### src/rtl/serial_word_transmitter.sv
// Serializes a WIDTH-bit word MSB first under a high serialClock strobe, then enforces a low gap.
// Define SERIAL_TX_PARITY_EN to append an even-parity bit after the LSB.
module serial_word_transmitter #(
    parameter int WIDTH      = 8,
    parameter int BIT_CYCLES = 1,
    parameter int GAP_CYCLES = 10
) (
    input  logic             clock,
    input  logic             reset_n,
    input  logic             start,
    input  logic [WIDTH-1:0] word,
    output logic             busy,
    output logic             done,
    output logic             serialClock,
    output logic             serialData
);

    // state | meaning
    // IDLE  | waiting for start
    // SEND  | shifting frame bits out, serialClock high
    // GAP   | serialClock low until the receiver can re-arm
    typedef enum logic [1:0] {
        IDLE = 2'd0,
        SEND = 2'd1,
        GAP  = 2'd2
    } state_t;

`ifdef SERIAL_TX_PARITY_EN
    localparam int NBITS = WIDTH + 1;
`else
    localparam int NBITS = WIDTH;
`endif
    localparam int BW = (NBITS > 1)      ? $clog2(NBITS)      : 1;
    localparam int CW = (BIT_CYCLES > 1) ? $clog2(BIT_CYCLES) : 1;
    localparam int GW = (GAP_CYCLES > 1) ? $clog2(GAP_CYCLES) : 1;

    localparam logic [BW-1:0] LAST_BIT = BW'(NBITS - 1);
    localparam logic [CW-1:0] CYC_LOAD = CW'(BIT_CYCLES - 1);
    localparam logic [GW-1:0] GAP_LOAD = GW'(GAP_CYCLES - 1);

    state_t           r_state, w_state_nxt;
    logic [NBITS-1:0] r_shift, w_shift_nxt;
    logic [BW-1:0]    r_bit_cnt, w_bit_cnt_nxt;
    logic [CW-1:0]    r_cyc_cnt, w_cyc_cnt_nxt;
    logic [GW-1:0]    r_gap_cnt, w_gap_cnt_nxt;
    logic             r_busy, w_busy_nxt;
    logic             r_done, w_done_nxt;
    logic             r_sclk, w_sclk_nxt;
    logic             r_sdata, w_sdata_nxt;
    logic [NBITS-1:0] w_load;
    logic [NBITS-1:0] w_shifted;

`ifdef SERIAL_TX_PARITY_EN
    assign w_load = {word, ^word};
`else
    assign w_load = word;
`endif
    assign w_shifted = r_shift << 1;

    always_ff @(posedge clock or negedge reset_n) begin
        if (!reset_n) begin
            r_state   <= IDLE;
            r_shift   <= '0;
            r_bit_cnt <= '0;
            r_cyc_cnt <= '0;
            r_gap_cnt <= '0;
            r_busy    <= 1'b0;
            r_done    <= 1'b0;
            r_sclk    <= 1'b0;
            r_sdata   <= 1'b0;
        end else begin
            r_state   <= w_state_nxt;
            r_shift   <= w_shift_nxt;
            r_bit_cnt <= w_bit_cnt_nxt;
            r_cyc_cnt <= w_cyc_cnt_nxt;
            r_gap_cnt <= w_gap_cnt_nxt;
            r_busy    <= w_busy_nxt;
            r_done    <= w_done_nxt;
            r_sclk    <= w_sclk_nxt;
            r_sdata   <= w_sdata_nxt;
        end
    end

    always_comb begin
        w_state_nxt   = r_state;
        w_shift_nxt   = r_shift;
        w_bit_cnt_nxt = r_bit_cnt;
        w_cyc_cnt_nxt = r_cyc_cnt;
        w_gap_cnt_nxt = r_gap_cnt;
        w_busy_nxt    = r_busy;
        w_done_nxt    = 1'b0;
        w_sclk_nxt    = r_sclk;
        w_sdata_nxt   = r_sdata;
        case (r_state)
            IDLE: begin
                if (start) begin
                    w_state_nxt   = SEND;
                    w_shift_nxt   = w_load;
                    w_bit_cnt_nxt = '0;
                    w_cyc_cnt_nxt = CYC_LOAD;
                    w_busy_nxt    = 1'b1;
                    w_sclk_nxt    = 1'b1;
                    w_sdata_nxt   = w_load[NBITS-1];
                end
            end
            SEND: begin
                if (r_cyc_cnt != '0) begin
                    w_cyc_cnt_nxt = r_cyc_cnt - 1'b1;
                end else if (r_bit_cnt == LAST_BIT) begin
                    w_state_nxt   = GAP;
                    w_gap_cnt_nxt = GAP_LOAD;
                    w_sclk_nxt    = 1'b0;
                    w_sdata_nxt   = 1'b0;
                end else begin
                    // strobe stays high across the bit boundary; only data moves
                    w_bit_cnt_nxt = r_bit_cnt + 1'b1;
                    w_cyc_cnt_nxt = CYC_LOAD;
                    w_shift_nxt   = w_shifted;
                    w_sdata_nxt   = w_shifted[NBITS-1];
                end
            end
            GAP: begin
                if (r_gap_cnt != '0) begin
                    w_gap_cnt_nxt = r_gap_cnt - 1'b1;
                end else begin
                    w_state_nxt = IDLE;
                    w_busy_nxt  = 1'b0;
                    w_done_nxt  = 1'b1;
                end
            end
            default: begin
                w_state_nxt = IDLE;
                w_busy_nxt  = 1'b0;
                w_sclk_nxt  = 1'b0;
                w_sdata_nxt = 1'b0;
            end
        endcase
    end

    assign busy        = r_busy;
    assign done        = r_done;
    assign serialClock = r_sclk;
    assign serialData  = r_sdata;

endmodule

### config.mk
export PLATFORM = sky130hd
export DESIGN_NAME = serial_word_transmitter
export DESIGN_NICKNAME = d
export VERILOG_FILES = /design/src/rtl/serial_word_transmitter.sv
export SDC_FILE = /design/constraint.sdc
export NUM_CORES = 1
export LEC_CHECK = 0
export ABC_AREA = 1
export CORE_ASPECT_RATIO = 1.4
export CORE_MARGIN = 3
export CORE_UTILIZATION = 45
export DETAILED_ROUTE_END_ITERATION = 12
export PLACE_DENSITY = 0.67
export SYNTH_ARGS = -nofsm -noshare
export SYNTH_HDL_FRONTEND = slang
export SYNTH_SLANG_ARGS = --single-unit
### constraint.sdc
create_clock -name clock -period 1.7 [get_ports clock]
set_input_delay 0.17 -clock clock [delete_from_list [all_inputs] [get_ports clock]]
set_output_delay 0.17 -clock clock [all_outputs]
set_load 0.005 [all_outputs]
Word level (Yosys, flattened, before mapping)
Index checks and enable logic that the tools add are counted.
W data, S select, Z words.
{"block": "word_totals", "ff_bits": 21, "inputBits": 11, "out_inout_bits": 4, "word_cells": 66}
{"block": "op_classes", "add_sub_neg": 3, "eq_ne": 9, "muxes": 32, "bitwise": 2, "n_reduce_logical": 11}
{"operator": "$mux W7", "n": 3}
{"operator": "$reduce_and A4 Y1", "n": 4}
{"operator": "$pmux W7 S2", "n": 1}
{"operator": "$mux W4", "n": 3}
{"operator": "$ne A2 B2 Y1 const B", "n": 6}
{"operator": "$mux W1", "n": 11}
{"operator": "$mux W3", "n": 3}
{"operator": "$pmux W1 S3", "n": 3}
{"operator": "$mux W2", "n": 4}
{"operator": "$pmux W4 S2", "n": 1}
{"operator": "$pmux W2 S3", "n": 1}
{"operator": "$pmux W3 S2", "n": 1}
{"operator": "$reduce_and A3 Y1", "n": 2}
{"operator": "$reduce_bool A2 Y1", "n": 2}
{"operator": "$reduce_bool A4 Y1", "n": 1}
{"operator": "$sub A4 B1 Y4 const B", "n": 1}
{"operator": "$add A3 B1 Y3 const B", "n": 1}
{"operator": "$eq A3 B3 Y1 const B", "n": 1}
{"operator": "$eq A2 B1 Y1 const B", "n": 1}
{"operator": "$eq A2 B2 Y1 const B", "n": 1}
{"operator": "$logic_not A2 Y1", "n": 1}
{"operator": "$not A1 Y1", "n": 2}
{"operator": "$pmux W1 S2", "n": 1}
{"operator": "$reduce_and A2 Y1", "n": 1}
{"operator": "$sub A1 B1 Y1 const B", "n": 1}

Depth between registers and ports, before layout
Gate-level depths: netlist of run 1.
{"block": "logic_depth", "word_depth": 4, "mapped_depth": 8}

Worst setup path after synthesis of run 1
OpenSTA, ideal clock, no wires.
{"block": "synth_timing", "path_type": "register to register", "startpoint": "register r_bit_cnt[0]", "endpoint": "register r_shift[6]", "setup_time_ns": 0.065, "arrival_ns": 1.206, "required_time_ns": 1.635, "path_slack_ns": 0.429, "stages_incl_launch_ff": 9, "period_less_slack_ns": 1.271, "path_cell_list": "dfrtp_1 -> ha_1 -> ha_1 -> inv_1 -> nand2_4 -> nand2_4 -> buf_12 -> nand2_1 -> nand2_1"}
{"block": "synth_between", "elab_chain_cells": 3}
{"element": "from (decl)", "line": "43", "source": "logic [BW-1:0] r_bit_cnt, w_bit_cnt_nxt;"}
{"element": "from (signal assigned)", "line": "74", "source": "r_bit_cnt <= w_bit_cnt_nxt;"}
{"element": "$eq A3 B3 Y1", "line": "109", "source": "end else if (r_bit_cnt == LAST_BIT) begin"}
{"element": "$ne A2 B2 Y1 (no source line)"}
{"element": "$reduce_and A4 Y1 (no source line)"}
{"element": "to (signal assigned)", "line": "73", "source": "r_shift <= w_shift_nxt;"}
{"element": "to (decl)", "line": "42", "source": "logic [NBITS-1:0] r_shift, w_shift_nxt;"}
Every way passes these cells.
A chain may end at the register's enable or synchronous reset.

Worst setup path after layout of run 1
{"block": "layout_timing", "startpoint": "register r_bit_cnt[0]", "endpoint": "register r_bit_cnt[0]"}
{"block": "layout_between", "elab_chain_cells": 4, "elab_cells_between_ends": 7}
{"element": "$add A3 B1 Y3", "line": "116", "source": "w_bit_cnt_nxt = r_bit_cnt + 1'b1;"}
{"element": "$mux W3", "line": "109"}
{"element": "$mux W3", "line": "107", "source": "if (r_cyc_cnt != '0) begin"}
{"element": "$pmux W3 S2", "line": "94", "source": "case (r_state)"}
Parallel ways exist; a longest one is shown, timed or not. The select of a mux whose other input is x is not followed.

==> out/metrics.yaml, run 1 <==
fin_crit_sh_pct: 81.31
syn_area_um2: 1041
syn_nets: 138
slew_violations: 0
ff2ff_path_depth: 6
antenna_left: 0
fin_ws_ns: 0.3177
post_cts_buffers: 0
h-tree-depth: 1
hpwlAfterDp_um: 1372
leakagePower_nw: 0.6230
final_cell_mix: "nand2_1 (42), dfrtp_1 (20), inv_1 (17)"
drtIter0Drc: 14
vias: 786
status: "finished, final reports clean"
row_count: 20
layout_commonest_cell: "nand2_1"
tritoncts: "yes"
finalSetupTns_ns: 0
maxCapViolations: 0
gp_congestion: 0.7841
postCtsResizedCells: 0
setup_viol: 0
power_per_cell_area_nw_per_um2: 1480
ys_seq_area_share_pct: 48.08
area_growth_pct: 16.35
maxSlewHeadroom_pct: 82.90
place_inst: 159
crit_path_end_kind: "flip-flop"
synthCells: 124
root_buffer: "clkbuf_4"
grt_pass1_vias: 752
ys_types: 19
synth-xor-area-share_pct: 0
timing.rr.start: "r_bit_cnt[0]$_DFFE_PN0P_"
ys_seq_elements: 20
wl_um: 1770
worstPathRequired_ns: 1.88
drc_errors: 0
initial_utilization_pct: 47.82
clock_latency_ns: 0.29
worstMarginPinSlew_ns: 0.2565
muxShareOfSynthArea_pct: 0
reg2reg_setup_slack_ns: 0.32
die_h_um: 62.91
crit_arrival_ns: 1.56
worstPathMaxFanout: 4
finalCriticalPeriod_ns: 1.382
skew_ns: 0.003942
final_util_pct: 55.63
final_cells: 162
fmax_mhz: 723.4
ios: 15
hold_buffers: 0
grt_overflow: 0
yosys_warnings: 0
drive_gt1_share_pct: 15.71
core_um2: 2177
die_area_um2: 2935
synth-simple-area-share_pct: 27.16
post-place-ws_ns: 0.3312
min_path_type: "input port to async pin"
first_pass_iters: 4
grt_max_degree: 21
clkTransAtPathRegs_ns: 0.11
cts.path.max_buffers: 2
antenna_found_initial: 0
finalHoldViolCount: 0
synth_area_per_cell_um2: 8.395
antennaDiodeCount: 0
cts.sinks: 20
grt_pass1_wl_um: 3042
track_usage_pct: 13.95
vias_per_cell: 4.852
die_x_um: 46.65
synth_top_family_by_area: "simple AND/OR/NAND/NOR gates"
start_kind: "flip-flop"
criticalPathCategory: "flip-flop to flip-flop"
finalNetCount: 156
io_buffers: 14
r2r_end: "r_bit_cnt[0]$_DFFE_PN0P_"
wire_per_inst_um: 10.93
synth_compound_area_share_pct: 11.42
peakVddDrop_uv: 758.3
synth-adder-area-share_pct: 3.606
rsz0062_at_grt: "no"
cts_buffers: 3
==> worst max-delay path, cell delays in order, from the launching register on <==
cell and delay (ns):
dfrtp_1 0.41, ha_1 0.21, ha_1 0.21, nor2_1 0.22, nor2_2 0.10, nand2_1 0.06
o21ai_0 0.08
==> Yosys cell counts (all sizes together) <==
cell type	count	area (µm²)
a21oi	1	5.000
buf	2	27.53
dfrtp	20	500.5
ha	3	37.54
inv	19	73.82
nand2	48	210.2
nand3	7	45.04
nor2	6	27.52
o21ai	17	107.6
o22ai	1	6.260
==> worst max-delay path by stage <==
stage / startpoint / to / slack, ns / cells past startpoint
4_1_cts: r_bit_cnt[0]$_DFFE_PN0P_ / r_bit_cnt[0]$_DFFE_PN0P_ / 0.31 / 6
3_5_place_dp: r_bit_cnt[0]$_DFFE_PN0P_ / r_bit_cnt[0]$_DFFE_PN0P_ / 0.33 / 6
5_1_grt: r_bit_cnt[0]$_DFFE_PN0P_ / r_bit_cnt[0]$_DFFE_PN0P_ / 0.17 / 6
2_1_floorplan: r_bit_cnt[0]$_DFFE_PN0P_ / r_shift[6]$_DFFE_PN0P_ / 0.43 / 8
3_3_place_gp: r_bit_cnt[0]$_DFFE_PN0P_ / r_bit_cnt[0]$_DFFE_PN0P_ / 0.35 / 6
6_report: r_bit_cnt[0]$_DFFE_PN0P_ / r_bit_cnt[0]$_DFFE_PN0P_ / 0.32 / 6
==> logic make-up (layout without fill, tap and decap cells) <==
kind of cell             count (synthesis)  after routing
buffers and inverters                   21             37
adder cells (fa/ha/maj)                  3              3
AO/OA/AOI/OAI                           19             19
AND/OR/NAND/NOR                         61             61
flip-flops                              20             20
==> cell type report <==
type	instances	area [µm²]
multi-input combinational	83	439.2
clock buffer	3	22.52
fill	206	965.9
sequential	20	500.5
timing repair buffer	15	147.6
tap	22	27.53
inverter	19	73.82
==> metal layers <==
layer	global-route usage (%)	part of all wire (%)
met3	2.594	3.1
met2	24.66	54
met4	5.190	1.1
met1	15.60	42
met5	0	0
==> registers in the layout, indices dropped and copies added (netlist names) <==
register,cells
r_state,2
r_shift,7
serialData,1
r_gap_cnt,4
serialClock,1
busy,1
done,1
r_bit_cnt,3
==> stage by stage <==
step | hold slack (ns) | power (mW) | area, µm²
2_1_floorplan | -0.1256 | 1.429 | 1041
3_3_place_gp | 0.4588 | 1.569 | 1189
3_5_place_dp | 0.4601 | 1.607 | 1189
4_1_cts | 0.2084 | 1.825 | 1211
5_1_grt | 0.2070 | 1.979 | 1211
6_report | 0.2047 | 1.792 | 1211
==> report_power, final <==
group / total (mW) / leakage (nW) / internal [mW] / switching [mW]
Clock: 0.216 / 0.0138 / 0.0822 / 0.134
Combinational: 0.842 / 0.354 / 0.341 / 0.501
Sequential: 0.734 / 0.256 / 0.646 / 0.0885
No activity file was read; power rests on OpenSTA's default activity.
==> run 2, diff against run 1 <==
==> constraint.sdc (replaced) <==
create_clock -name clock -period 1.3 [get_ports clock]
set_input_delay 0.13 -clock clock [delete_from_list [all_inputs] [get_ports clock]]
set_output_delay 0.13 -clock clock [all_outputs]
set_load 0.005 [all_outputs]
==> out/metrics.yaml, run 2 (synthesis results as in run 1) <==
ff2ff_path_depth: 7
grt_pass1_vias: 872
worstMarginPinSlew_ns: 0.2600
antenna_found_initial: 0
die_area_um2: 2935
grt_max_degree: 21
ios: 15
fin_crit_sh_pct: 96.00
io_buffers: 14
cts_buffers: 3
start_kind: "flip-flop"
setup_viol: 0
min_path_type: "input port to async pin"
largest-register: "r_shift"
maxCapViolations: 0
antennaDiodeCount: 0
layout_commonest_cell: "nand2_1"
power_mw: 2.735
power_per_cell_area_nw_per_um2: 2000
root_buffer: "clkbuf_4"
crit_path_end_kind: "flip-flop"
die_x_um: 46.65
worstPathRequired_ns: 1.54
nFillCells: 198
core_um2: 2177
gp_congestion: 0.8036
initial_utilization_pct: 47.82
worstPathMaxFanout: 8
vias_per_cell: 4.977
final_util_pct: 62.82
drtIter0Drc: 22
drive_gt1_share_pct: 28.48
final_cell_mix: "nand2_1 (40), dfrtp_1 (20), inv_1 (15)"
largestRegisters: "r_shift (7), r_gap_cnt (4), r_bit_cnt (3)"
whs_ns: 0.1535
rsz0062_at_grt: "yes"
leakagePower_nw: 0.7115
h-tree-depth: 1
wire_per_inst_um: 12.55
row_count: 20
grt_pass1_wl_um: 3456
maxSlewHeadroom_pct: 82.67
antenna_left: 0
slew_violations: 0
skew_ns: 0.005499
die_h_um: 62.91
clkTransAtPathRegs_ns: 0.11
status: "finished, final reports clean"
criticalPathCategory: "flip-flop to flip-flop"
slowest_delay_ns: 0.40
vias: 861
first_pass_iters: 4
cts.path.max_buffers: 2
crit_arrival_ns: 1.49
drc_errors: 0
finalNetCount: 167
track_usage_pct: 16.05
peakVddDrop_uv: 972.9
cts.sinks: 20
tritoncts: "yes"
finalHoldViolCount: 0
largest_reg_flops: 7
grt_overflow: 0
fmax_mhz: 801.3
finalCriticalPeriod_ns: 1.248
hpwlAfterDp_um: 1503
crit_chain: "ha_2, ha_4, inv_2, nand2_4, nand2_8, nand2_1, o21ai_2"
clock_latency_ns: 0.31
crit_slowest_cell: "dfrtp_1"
wl_um: 2171
area_growth_pct: 31.37
==> run 2: critical path, delay by kind of cell (launching register included) <==
family                   cells  cell delay, ns
AND/OR/NAND/NOR              3            0.26
AO/OA/AOI/OAI                1            0.06
buffers and inverters        1            0.08
flip-flops                   1            0.40
adder cells (fa/ha/maj)      2            0.38
==> run 2: per-stage QoR <==
stage | instances | TNS [ns] | worst slack [ns] | cell area, µm²
floorplan | 124 | 0 | 0.02869 | 1041
global placement | 165 | -0.07932 | -0.05114 | 1234
detailed placement | 165 | -0.4524 | -0.1067 | 1234
CTS | 171 | 0 | 0.003700 | 1295
global route | 173 | -0.07532 | -0.02134 | 1368
finish | 173 | 0 | 0.05204 | 1368
==> run 2: where the power goes <==
| group | leakage (nW) | switching, mW | total (mW) | internal (mW) |
|---|---|---|---|---|
| registers | 0.256 | 0.129 | 0.974 | 0.845 |
| clock network | 0.0138 | 0.186 | 0.295 | 0.108 |
| logic | 0.442 | 0.826 | 1.47 | 0.641 |
==> run 2: per-layer routing <==
metal | share of wire (%) | GRT usage [%]
met1 | 36 | 17.22
met3 | 3.2 | 1.729
met4 | 2.1 | 8.304
met2 | 58 | 28.62
met5 | 0 | 0
==> run 2: worst paths after layout <==
check | start | to | slack, ns
min | reset_n | r_state[1]$_DFFE_PN0P_ | 0.15
max | r_bit_cnt[0]$_DFFE_PN0P_ | r_shift[3]$_DFFE_PN0P_ | 0.05
min reg2reg | busy$_DFFE_PN0P_ | busy$_DFFE_PN0P_ | 0.48
min in group clock | word[0] | r_shift[0]$_DFFE_PN0P_ | 0.37
max reg2reg | r_bit_cnt[0]$_DFFE_PN0P_ | r_shift[3]$_DFFE_PN0P_ | 0.05
max in group asynchronous | reset_n | r_shift[2]$_DFFE_PN0P_ | 0.94
==> run 2: timing repair <==
action,CTS,global route
gates resized for setup,7,16
setup endpoints to repair,14,18
hold buffers,0,0
setup buffers,2,2
pin swaps,1,2
gates cloned,1,0
==> run 2: cell type report <==
cell class / instances / area [µm²] / share of cell area [%]
multi-input combinational: 84 / 521.8 / 38.15
sequential: 20 / 500.5 / 36.60
timing repair buffer: 25 / 221.5 / 16.19
inverter: 19 / 73.82 / 5.398
tap: 22 / 27.53 / 2.013
clock buffer: 3 / 22.52 / 1.647
==> run 3, diff against run 2 <==
--- a/config.mk
+++ b/config.mk
@@ -14,3 +14,4 @@
 export SYNTH_ARGS = -nofsm -noshare
 export SYNTH_HDL_FRONTEND = slang
 export SYNTH_SLANG_ARGS = --single-unit
+export TNS_END_PERCENT = 1
==> constraint.sdc (replaced) <==
create_clock -name clock -period 1.31 [get_ports clock]
set_input_delay 0.131 -clock clock [delete_from_list [all_inputs] [get_ports clock]]
set_output_delay 0.131 -clock clock [all_outputs]
set_load 0.005 [all_outputs]
==> out/metrics.yaml, run 3 (synthesis results as in run 1) <==
fin_ws_ns: 0.07444
cts.path.max_buffers: 2
h-tree-depth: 1
track_usage_pct: 16.27
worstPathRequired_ns: 1.55
worstPathMaxFanout: 8
maxCapViolations: 0
die_area_um2: 2935
row_count: 20
path_buf_inv: 1
hold_buffers: 0
grt_pass1_vias: 841
slowest_delay_ns: 0.41
first_pass_iters: 4
hpwlAfterDp_um: 1417
drive_gt1_share_pct: 25.68
layout_commonest_cell: "nand2_1"
antenna_found_initial: 0
peakVddDrop_uv: 932.5
fin_crit_sh_pct: 94.32
final_cell_mix: "nand2_1 (40), dfrtp_1 (20), inv_1 (15)"
ios: 15
antennaDiodeCount: 0
vias_per_cell: 4.924
criticalPathCategory: "flip-flop to flip-flop"
finalCriticalPeriod_ns: 1.236
cp-startpoint: "r_bit_cnt[0]$_DFFE_PN0P_"
core_um2: 2177
setup_viol: 0
crit_arrival_ns: 1.48
cp.depth: 7
grt_pass1_wl_um: 3429
slew_violations: 0
fmax_mhz: 809.4
finalInstanceArea_um2: 1335
place_area_um2: 1226
largestRegisters: "r_shift (7), r_gap_cnt (4), r_bit_cnt (3)"
vias: 837
clock_latency_ns: 0.31
leakagePower_nw: 0.6972
skew_ns: 0.009801
nFillCells: 197
start_kind: "flip-flop"
largest_reg_flops: 7
area_growth_pct: 28.25
wire_per_inst_um: 11.57
crit_slowest_cell: "dfrtp_1"
root_buffer: "clkbuf_4"
largest-register: "r_shift"
crit_path_end_kind: "flip-flop"
status: "finished, final reports clean"
tritoncts: "yes"
finalNetCount: 163
initial_utilization_pct: 47.82
drc_errors: 0
finalHoldViolCount: 0
power_per_cell_area_nw_per_um2: 1982
clkTransAtPathRegs_ns: 0.12
worstMarginPinSlew_ns: 0.2626
min_path_type: "input port to async pin"
die_x_um: 46.65
wl_um: 1967
post-place-ws_ns: -0.06626
ff2ff_path_depth: 7
gp_congestion: 0.8036
cts.sinks: 20
io_buffers: 14
finalSetupTns_ns: 0
maxSlewHeadroom_pct: 82.49
crit_chain: "ha_2, ha_4, inv_2, nand2_4, nand2_8, nand2_1, o21ai_2"
grt_overflow: 0
drtIter0Drc: 13
grt_max_degree: 21
die_h_um: 62.91
antenna_left: 0
rsz0062_at_grt: "yes"
cts_buffers: 3
critPathTopFamily: "flip-flops"
timing.rr.start: "r_bit_cnt[0]$_DFFE_PN0P_"
==> run 3: cell types whose count changed in the layout (fill, tap and decap cells not counted), sizes merged <==
cell    delta
clkbuf     +1
buf        -4
==> run 3: report_power, final <==
part	internal, mW	leakage, nW	total, mW	switching (mW)
clock	0.170	0.0210	0.367	0.197
combinational	0.555	0.421	1.32	0.765
sequential	0.838	0.256	0.959	0.121
total	1.56	0.697	2.65	1.08
==> run 3: repair_timing <==
item                       4_1_cts  5_1_grt
setup endpoints to repair       14       14
setup buffers                    0        1
pin swaps                        1        1
resized for setup                9        9
gates cloned                     1        0
==> run 3: cell type report <==
class                      count  area [µm²]  area share, %
sequential                    20       500.5          37.49
multi-input combinational     84       505.5          37.86
tap                           22       27.53          2.062
inverter                      19       73.82          5.530
timing repair buffer          21       191.4          14.34
clock buffer                   4       36.28          2.718
==> run 3: final timing paths <==
| check | endpoint | slack, ns |
|---|---|---|
| setup / recovery | r_shift[2]$_DFFE_PN0P_ | 0.07 |
| hold / removal | r_gap_cnt[2]$_DFFE_PN0P_ | 0.15 |
| setup reg to reg | r_shift[2]$_DFFE_PN0P_ | 0.07 |
| hold reg to reg | busy$_DFFE_PN0P_ | 0.48 |
| max in group asynchronous | busy$_DFFE_PN0P_ | 0.94 |
| min in group clock | r_shift[0]$_DFFE_PN0P_ | 0.37 |
==> run 3: stage by stage <==
stage                     std cells  hold slack [ns]  power, mW  utilization (%)
after global routing            170           0.1614      2.897            61.32
after CTS                       169           0.1481      2.602            59.48
after floorplan                 124          -0.1646      1.855                -
after global placement          164           0.4572      2.106            56.32
final                           170           0.1482      2.646            61.32
after detailed placement        164           0.4637      2.152            56.32
==> run 3: layer usage <==
metal | up-vias | track usage, % | wire length (µm)
met4 | 0 | 10.38 | 63
met2 | 15 | 27.24 | 1031
met3 | 5 | 2.594 | 67
met1 | 382 | 17.77 | 804
met5 | - | 0 | 0
li1 | 435 | - | -
